## src/rtl/pc_fetch.sv

```systemverilog
// rtl/pc_fetch.sv - instruction fetch stage: PC register, imem request FSM, decode handoff
//
// Ports:
//   CLK, RST            rising-edge clock, synchronous active-high reset
//   nextPC[31:0]        next address from the next-PC adder, taken only at the decode handoff
//   curPC[31:0]         PC of the instruction being fetched or held
//   imem_req            read request, high only while fetching
//   imem_addr[31:0]     read address, always curPC
//   imem_ack            read completion; imem_rdata valid in the same cycle
//   imem_rdata[31:0]    fetched instruction word
//   instr[31:0]         registered instruction for decode
//   instr_valid         instr holds an unconsumed instruction
//   instr_ready         decode accepts instr
//   misalign            sticky: a non word-aligned nextPC was offered at handoff
//   fetch_cnt[31:0]     instructions handed to decode, wraps modulo 2^32

module pc_fetch (
    input  logic        CLK,
    input  logic        RST,
    input  logic [31:0] nextPC,
    output logic [31:0] curPC,
    output logic        imem_req,
    output logic [31:0] imem_addr,
    input  logic        imem_ack,
    input  logic [31:0] imem_rdata,
    output logic [31:0] instr,
    output logic        instr_valid,
    input  logic        instr_ready,
    output logic        misalign,
    output logic [31:0] fetch_cnt
);

    typedef enum logic [1:0] {
        IDLE  = 2'd0,
        FETCH = 2'd1,
        HOLD  = 2'd2,
        FAULT = 2'd3
    } state_t;

    state_t state;

    always_ff @(posedge CLK) begin
        if (RST) begin
            state       <= IDLE;
            curPC       <= 32'h0;
            instr       <= 32'h0;
            instr_valid <= 1'b0;
            misalign    <= 1'b0;
            fetch_cnt   <= 32'h0;
        end else begin
            case (state)
                IDLE: begin
                    state <= FETCH;
                end
                FETCH: begin
                    if (imem_ack) begin
                        instr       <= imem_rdata;
                        instr_valid <= 1'b1;
                        state       <= HOLD;
                    end
                end
                HOLD: begin
                    // Handoff edge: the only place nextPC is looked at.
                    if (instr_ready) begin
                        instr_valid <= 1'b0;
                        fetch_cnt   <= fetch_cnt + 32'd1;
                        if (nextPC[1:0] == 2'b00) begin
                            curPC <= nextPC;
                            state <= FETCH;
                        end else begin
                            // curPC keeps the faulting instruction's address for debug.
                            misalign <= 1'b1;
                            state    <= FAULT;
                        end
                    end
                end
                FAULT: begin
                    // Dead until reset; instr_valid was already cleared on entry.
                    state <= FAULT;
                end
                default: begin
                    state <= IDLE;
                end
            endcase
        end
    end

    // Pure decode of the registered state: no input reaches imem_req combinationally.
    assign imem_req  = (state == FETCH);
    assign imem_addr = curPC;

endmodule

```

## config.mk

```make
export PLATFORM = sky130hd
export DESIGN_NAME = pc_fetch
export DESIGN_NICKNAME = d
export VERILOG_FILES = /design/src/rtl/pc_fetch.sv
export SDC_FILE = /design/constraint.sdc
export NUM_CORES = 1
export LEC_CHECK = 0
export BUFFER_PORTS_ARGS = -buffer_cell sky130_fd_sc_hd__buf_2
export CORE_ASPECT_RATIO = 1.5
export CORE_MARGIN = 1
export CORE_UTILIZATION = 50
export CTS_CLUSTER_SIZE = 14
export DETAILED_ROUTE_END_ITERATION = 10
export GPL_TIMING_DRIVEN = 0
export PLACE_DENSITY = 0.86
export RECOVER_POWER = 100
export SYNTH_ARGS = -nofsm -noshare
export SYNTH_HDL_FRONTEND = slang
export SYNTH_SLANG_ARGS = --single-unit
```

## constraint.sdc

```tcl
create_clock -name CLK -period 3.2 [get_ports CLK]
set_clock_uncertainty 0.15 [all_clocks]
set_input_delay 0.48 -clock CLK [delete_from_list [all_inputs] [get_ports CLK]]
set_output_delay 0.48 -clock CLK [all_outputs]
set_load 0.02 [all_outputs]
```

==> results of run 1 <==
==> flip-flops by register name (all words and copies together) (netlist names) <==
name,count
instr,32
curPC,32
fetch_cnt,32
misalign,1
state,2
instr_valid,1
==> critical path: cells and delay by family (launching register included) <==
| family | cells | cell delay (ns) |
|---|---|---|
| fa+ha+maj | 1 | 0.16 |
| simple gates | 3 | 1.26 |
| compound gates | 1 | 0.15 |
| flops | 1 | 0.40 |
| buf+inv | 1 | 0.33 |
==> per-stage QoR <==
step	cells	util (%)	worst slack [ns]	cell area, sq um
2_1_floorplan	507	-	1.110	4101
3_3_place_gp	809	65.58	0.9908	5219
3_5_place_dp	809	65.58	0.9077	5219
4_1_cts	825	69.12	0.8932	5500
5_1_grt	825	67.04	0.5276	5335
6_report	825	67.04	0.6807	5335
==> routing by layer <==
metal / routed length [um] / GRT usage (%)
met1: 4308 / 28.11
met2: 5984 / 50.06
met3: 671 / 6.935
met4: 289 / 12.31
met5: 0 / 0
==> power breakdown <==
group / leakage [nW] / switching (mW) / internal, mW
combinational: 0.994 / 0.180 / 0.0926
sequential: 0.809 / 0.0252 / 1.28
clock: 0.136 / 0.452 / 0.570
total: 1.94 / 0.657 / 1.95
==> cell type report <==
| type | instances | area (sq um) | area share (%) |
|---|---|---|---|
| clock inverters | 3 | 21.27 | 0.3987 |
| repair buffers | 197 | 822.0 | 15.41 |
| flip-flops and latches | 100 | 2002 | 37.52 |
| clock buffers | 13 | 260.3 | 4.878 |
| multi-input cells | 338 | 1712 | 32.08 |
| plain buffers | 61 | 356.6 | 6.684 |
| inverters | 8 | 30.03 | 0.5629 |
| well taps | 105 | 131.4 | 2.462 |
==> Yosys cell counts, drive strengths merged <==
master / n / area, sq um
nor3: 2 / 10.01
o31ai: 10 / 75.07
a311oi: 2 / 17.52
buf: 34 / 256.5
or2: 3 / 18.77
inv: 8 / 30.03
nand3b: 1 / 7.510
a31oi: 1 / 6.260
ha: 4 / 50.05
and3: 1 / 6.260
or3: 10 / 62.56
nand3: 8 / 40.04
nor4: 2 / 12.51
nor3b: 2 / 15.01
clkbuf: 27 / 101.4
a21bo: 1 / 10.01
nand4: 12 / 75.07
nand2: 137 / 514.2
nor2: 12 / 45.04
and2: 2 / 12.51
a21oi: 89 / 445.4
dfxtp: 100 / 2002
or4: 11 / 86.33
and4: 6 / 52.55
nor2b: 1 / 6.260
xnor2: 5 / 43.79
xor2: 5 / 43.79
o21ai: 11 / 55.05
==> worst max path at each step <==
stage | endpoint | slack [ns]
floorplan | fetch_cnt[30] | 1.11
global placement | fetch_cnt[31] | 0.99
detailed placement | fetch_cnt[31] | 0.91
CTS | fetch_cnt[31] | 0.89
global route | fetch_cnt[31] | 0.53
finish | fetch_cnt[31] | 0.68
==> cell families after synthesis <==
kind of cell | count (synthesis) | share of synthesized area, %
and+or+nand+nor | 210 | 23.52
AOI/OAI and AO/OA | 114 | 14.86
DFF | 100 | 48.81
buffers and inverters | 69 | 9.457
xor gates and xnor gates | 10 | 2.135
adders and majority gates | 4 | 1.220
==> results.cfg, run 1 <==
[outcome]
outcome = completed

[worst_setup_path]
critPathLaunch = state[1]
slowest_delay_ns = 0.56
r2r-end = fetch_cnt[31]
path_class = reg2reg
cp-end-kind = flip-flop
crit_path_max_fanout = 10
required_ns = 3.33
worstRegToRegCells = 6
cp-start-kind = flip-flop
regToRegStartpoint = state[1]
crit_chain = ha_1, clkbuf_1, and4_1, nand4_1, or4_1, a21oi_1
cp.arrival_ns = 2.65
reg2reg_slack_ns = 0.68
cp_slowest_cell = or4_1

[cts]
cts_tree = built
cts_hold_buf = 0
clk_pin_slew_ns = 0.06
clkSinkCount = 100
clock_latency_ns = 0.35
cts_made_buffers = 9
cts-resized-gates = 0
clk_path_buf_depth = 2
postCtsSetupBuffers = 0
cts.htree.levels = 3
clockRootBuffer = clkbuf_16

[detailed_routing]
via_per_inst = 5.125
drtPass1Iterations = 5
drt_iter0_markers = 219
num_vias = 4228
antenna_left = 0
wl_per_cell_um = 13.64
drt_wl_total_um = 11250
drc_errors = 0

[finish]
nets = 787
mostFrequentLayoutCells = clkbuf_1, nand2_1, dfxtp_1
syn2layout_area_growth_pct = 30.08
fill_cells = 713
n_antenna_cell = 0
final_common_cell = clkbuf_1
drive_gt1_share_pct = 16.39

[floorplanning]
die_y_um = 112.9
io-pin-count = 199
die_area_sq_um = 8577
start_util_pct = 51.54
coreArea_sq_um = 7958
row_count = 40
die_w_um = 75.95

[hold_path]
min_from = imem_rdata[12]
min_path_type = in2reg
min_to = instr[12]
holdPathStages = 3

[timing]
worst_pin_slew_ns = 0.5866
finalCritPeriodShare_pct = 78.73
relSlewSlack_pct = 60.89
min_period_ns = 2.519
fin_tns_setup_ns = 0
setup_viol = 0
final-hold-violation-count = 0
final-max-slew-violation-count = 0
rsz0062_at_grt = no
max_clock_freq_mhz = 396.9
hold_ws_ns = 0.2132

[power]
leakagePower_nw = 1.939
power_per_cell_area_nw_per_um2 = 488.0
ir_worst_vdd_v = 0.0003204
power.total_mw = 2.603

[global_routing]
grt_pass1_wl_um = 18360
overflow = 0
gr-usage-all-layers_pct = 26.88
grt_max_degree = 16
first_global_vias = 4059
antenna_found_initial = 0

[synthesis]
synth_nets = 579
ys_seq_area_share_pct = 48.81
yosys_register_bits = 100
synth_cell_types = 32
syn-cell-area_sq_um = 4101
ys_warn_count = 0
synth.avg_cell_area_sq_um = 8.090
synth_cells = 507

[placement]
portBuffers = 197
dpl.hpwl_um = 8608
gp_congestion = 0.9178

[flow_run]
drv_cap = 0
No activity file was read; power rests on OpenSTA's default activity.
==> run 2, diff against run 1 <==
CORE_UTILIZATION = 46   (was 50)
PLACE_DENSITY = 0.8   (was 0.86)
clock period = 2.37 ns   (was 3.2 ns; I/O delays follow)
==> run 2 against run 1 <==
Effect of this change:
- non-clock buffer count increased by 1
- count of clock-buffer cells in the layout decreased by 3
- utilization down 3.2 points
- critical path depth unchanged
- sequential cell count did not move
- maximum frequency up 12%
- register-to-register slack worse by 0.57 ns
- setup slack lost 0.57 ns
- die area up 8.5%
- worst hold slack worse by 0.11 ns
- design area up 1.9%
- total power is 51% higher
==> results.cfg, run 2 (synthesized netlist as in run 1, its figures left out) <==
[worst_setup_path]
path_class = reg2reg
crit_path_max_fanout = 10
critPathLaunch = fetch_cnt[13]
reg2reg_slack_ns = 0.11
regToRegStartpoint = fetch_cnt[13]
required_ns = 2.41
cp-end-kind = flip-flop
cp.arrival_ns = 2.30
cp-start-kind = flip-flop

[outcome]
outcome = completed

[timing]
max_clock_freq_mhz = 443.1
finalCritPeriodShare_pct = 95.22
final-max-slew-violation-count = 0
min_period_ns = 2.257
fin_tns_setup_ns = 0
rsz0062_at_grt = no
relSlewSlack_pct = 58.85
final-hold-violation-count = 0
setup_viol = 0
worst_pin_slew_ns = 0.6172

[global_routing]
gr-usage-all-layers_pct = 24.00
grt_pass1_wl_um = 17620
first_global_vias = 3832
grt_max_degree = 17
antenna_found_initial = 0
overflow = 0

[floorplanning]
die_w_um = 79.10
start_util_pct = 48.16
coreArea_sq_um = 8516
io-pin-count = 199
die_y_um = 117.6
die_area_sq_um = 9306
row_count = 41

[detailed_routing]
num_vias = 4197
drt_iter0_markers = 139
drc_errors = 0
drtPass1Iterations = 4
via_per_inst = 5.069
wl_per_cell_um = 13.51
antenna_left = 0
drt_wl_total_um = 11180

[flow_run]
drv_cap = 0

[cts]
cts_made_buffers = 9
clockRootBuffer = clkbuf_16
cts_tree = built
clkSinkCount = 100
cts_hold_buf = 0
cts.htree.levels = 3
clk_path_buf_depth = 2
clock_latency_ns = 0.33
clk_pin_slew_ns = 0.07

[power]
combPwrFrac_pct = 9.3
switching_share_pct = 22.85
p_seq_share_pct = 45.0
clkPwrFrac_pct = 45.6
switching_power_mw = 0.8958
ir_worst_vdd_v = 0.0005186
leakagePower_nw = 1.987
internal-power_mw = 3.025
power_per_cell_area_nw_per_um2 = 721.2
power.total_mw = 3.921

[finish]
reg_top3 = curPC: 32 flops, fetch_cnt: 32 flops, instr: 32 flops
seqCellArea_sq_um = 2002
fill_cells = 838
mostFrequentLayoutCells = clkbuf_1, nand2_1, dfxtp_1
fin_area_sq_um = 5436
final_common_cell = clkbuf_1
utilization_pct = 63.84
drive_gt1_share_pct = 16.92
syn2layout_area_growth_pct = 32.55
n_antenna_cell = 0
nets = 788
multi_input_area_sq_um = 1708

[placement]
portBuffers = 197
gp_congestion = 0.8602
dpl.hpwl_um = 8468
place_area_sq_um = 5221

[hold_path]
min_from = imem_rdata[9]
min_path_type = in2reg
-- run 2: through the flow --
stage	hold WS, ns	setup slack (ns)	cells
floorplan	0.3415	0.2805	507
global placement	0.2892	0.1546	811
detailed placement	0.2964	0.1056	811
CTS	0.08969	0.08275	827
global route	0.09873	0.006964	828
finish	0.09965	0.1133	828
-- run 2: what timing repair did --
action,in CTS,in global routing
endpoints found under the setup margin,0,5
resized for setup,0,2
buffers inserted,0,1
-- run 2: worst max-delay path, stage by stage (launching register included) --
cell and delay [ns]:
dfxtp_1 0.42, nand4_1 0.16, or4_1 0.55, buf_6 0.17
clkbuf_1 0.22, o31ai_1 0.33, a21oi_1 0.11
-- run 2: area by class of cell --
class,instances,area share [%]
flip-flops and latches,100,36.82
multi-input cells,338,31.42
repair buffers,198,15.26
clock buffers,10,4.396
clock inverters,6,2.486
inverters,8,0.5524
plain buffers,61,6.605
well taps,107,2.463
-- run 2: per-layer routing --
metal | routed length [um] | share of wire, % | global-route usage, % | vias to the layer above
met5 | 0 | 0 | 0 | -
met4 | 301 | 2.7 | 13.30 | 0
met3 | 639 | 5.7 | 3.101 | 22
met2 | 5895 | 53 | 42.73 | 172
met1 | 4347 | 39 | 26.79 | 1895
li1 | - | - | - | 2108
-- run 2: power by group through the flow --
stage	Combinational, mW	Sequential [mW]	Clock (mW)
5_1_grt	0.402	1.77	1.89
4_1_cts	0.383	1.76	1.82
3_3_place_gp	0.372	1.80	0
2_1_floorplan	0.167	1.86	0
6_report	0.365	1.77	1.79
3_5_place_dp	0.381	1.80	0
-- run 2: worst paths after layout --
kind | end | depth (start not counted)
max | fetch_cnt[27] | 6
min | instr[9] | 3
max reg2reg | fetch_cnt[27] | 6
min reg2reg | instr[2] | 2
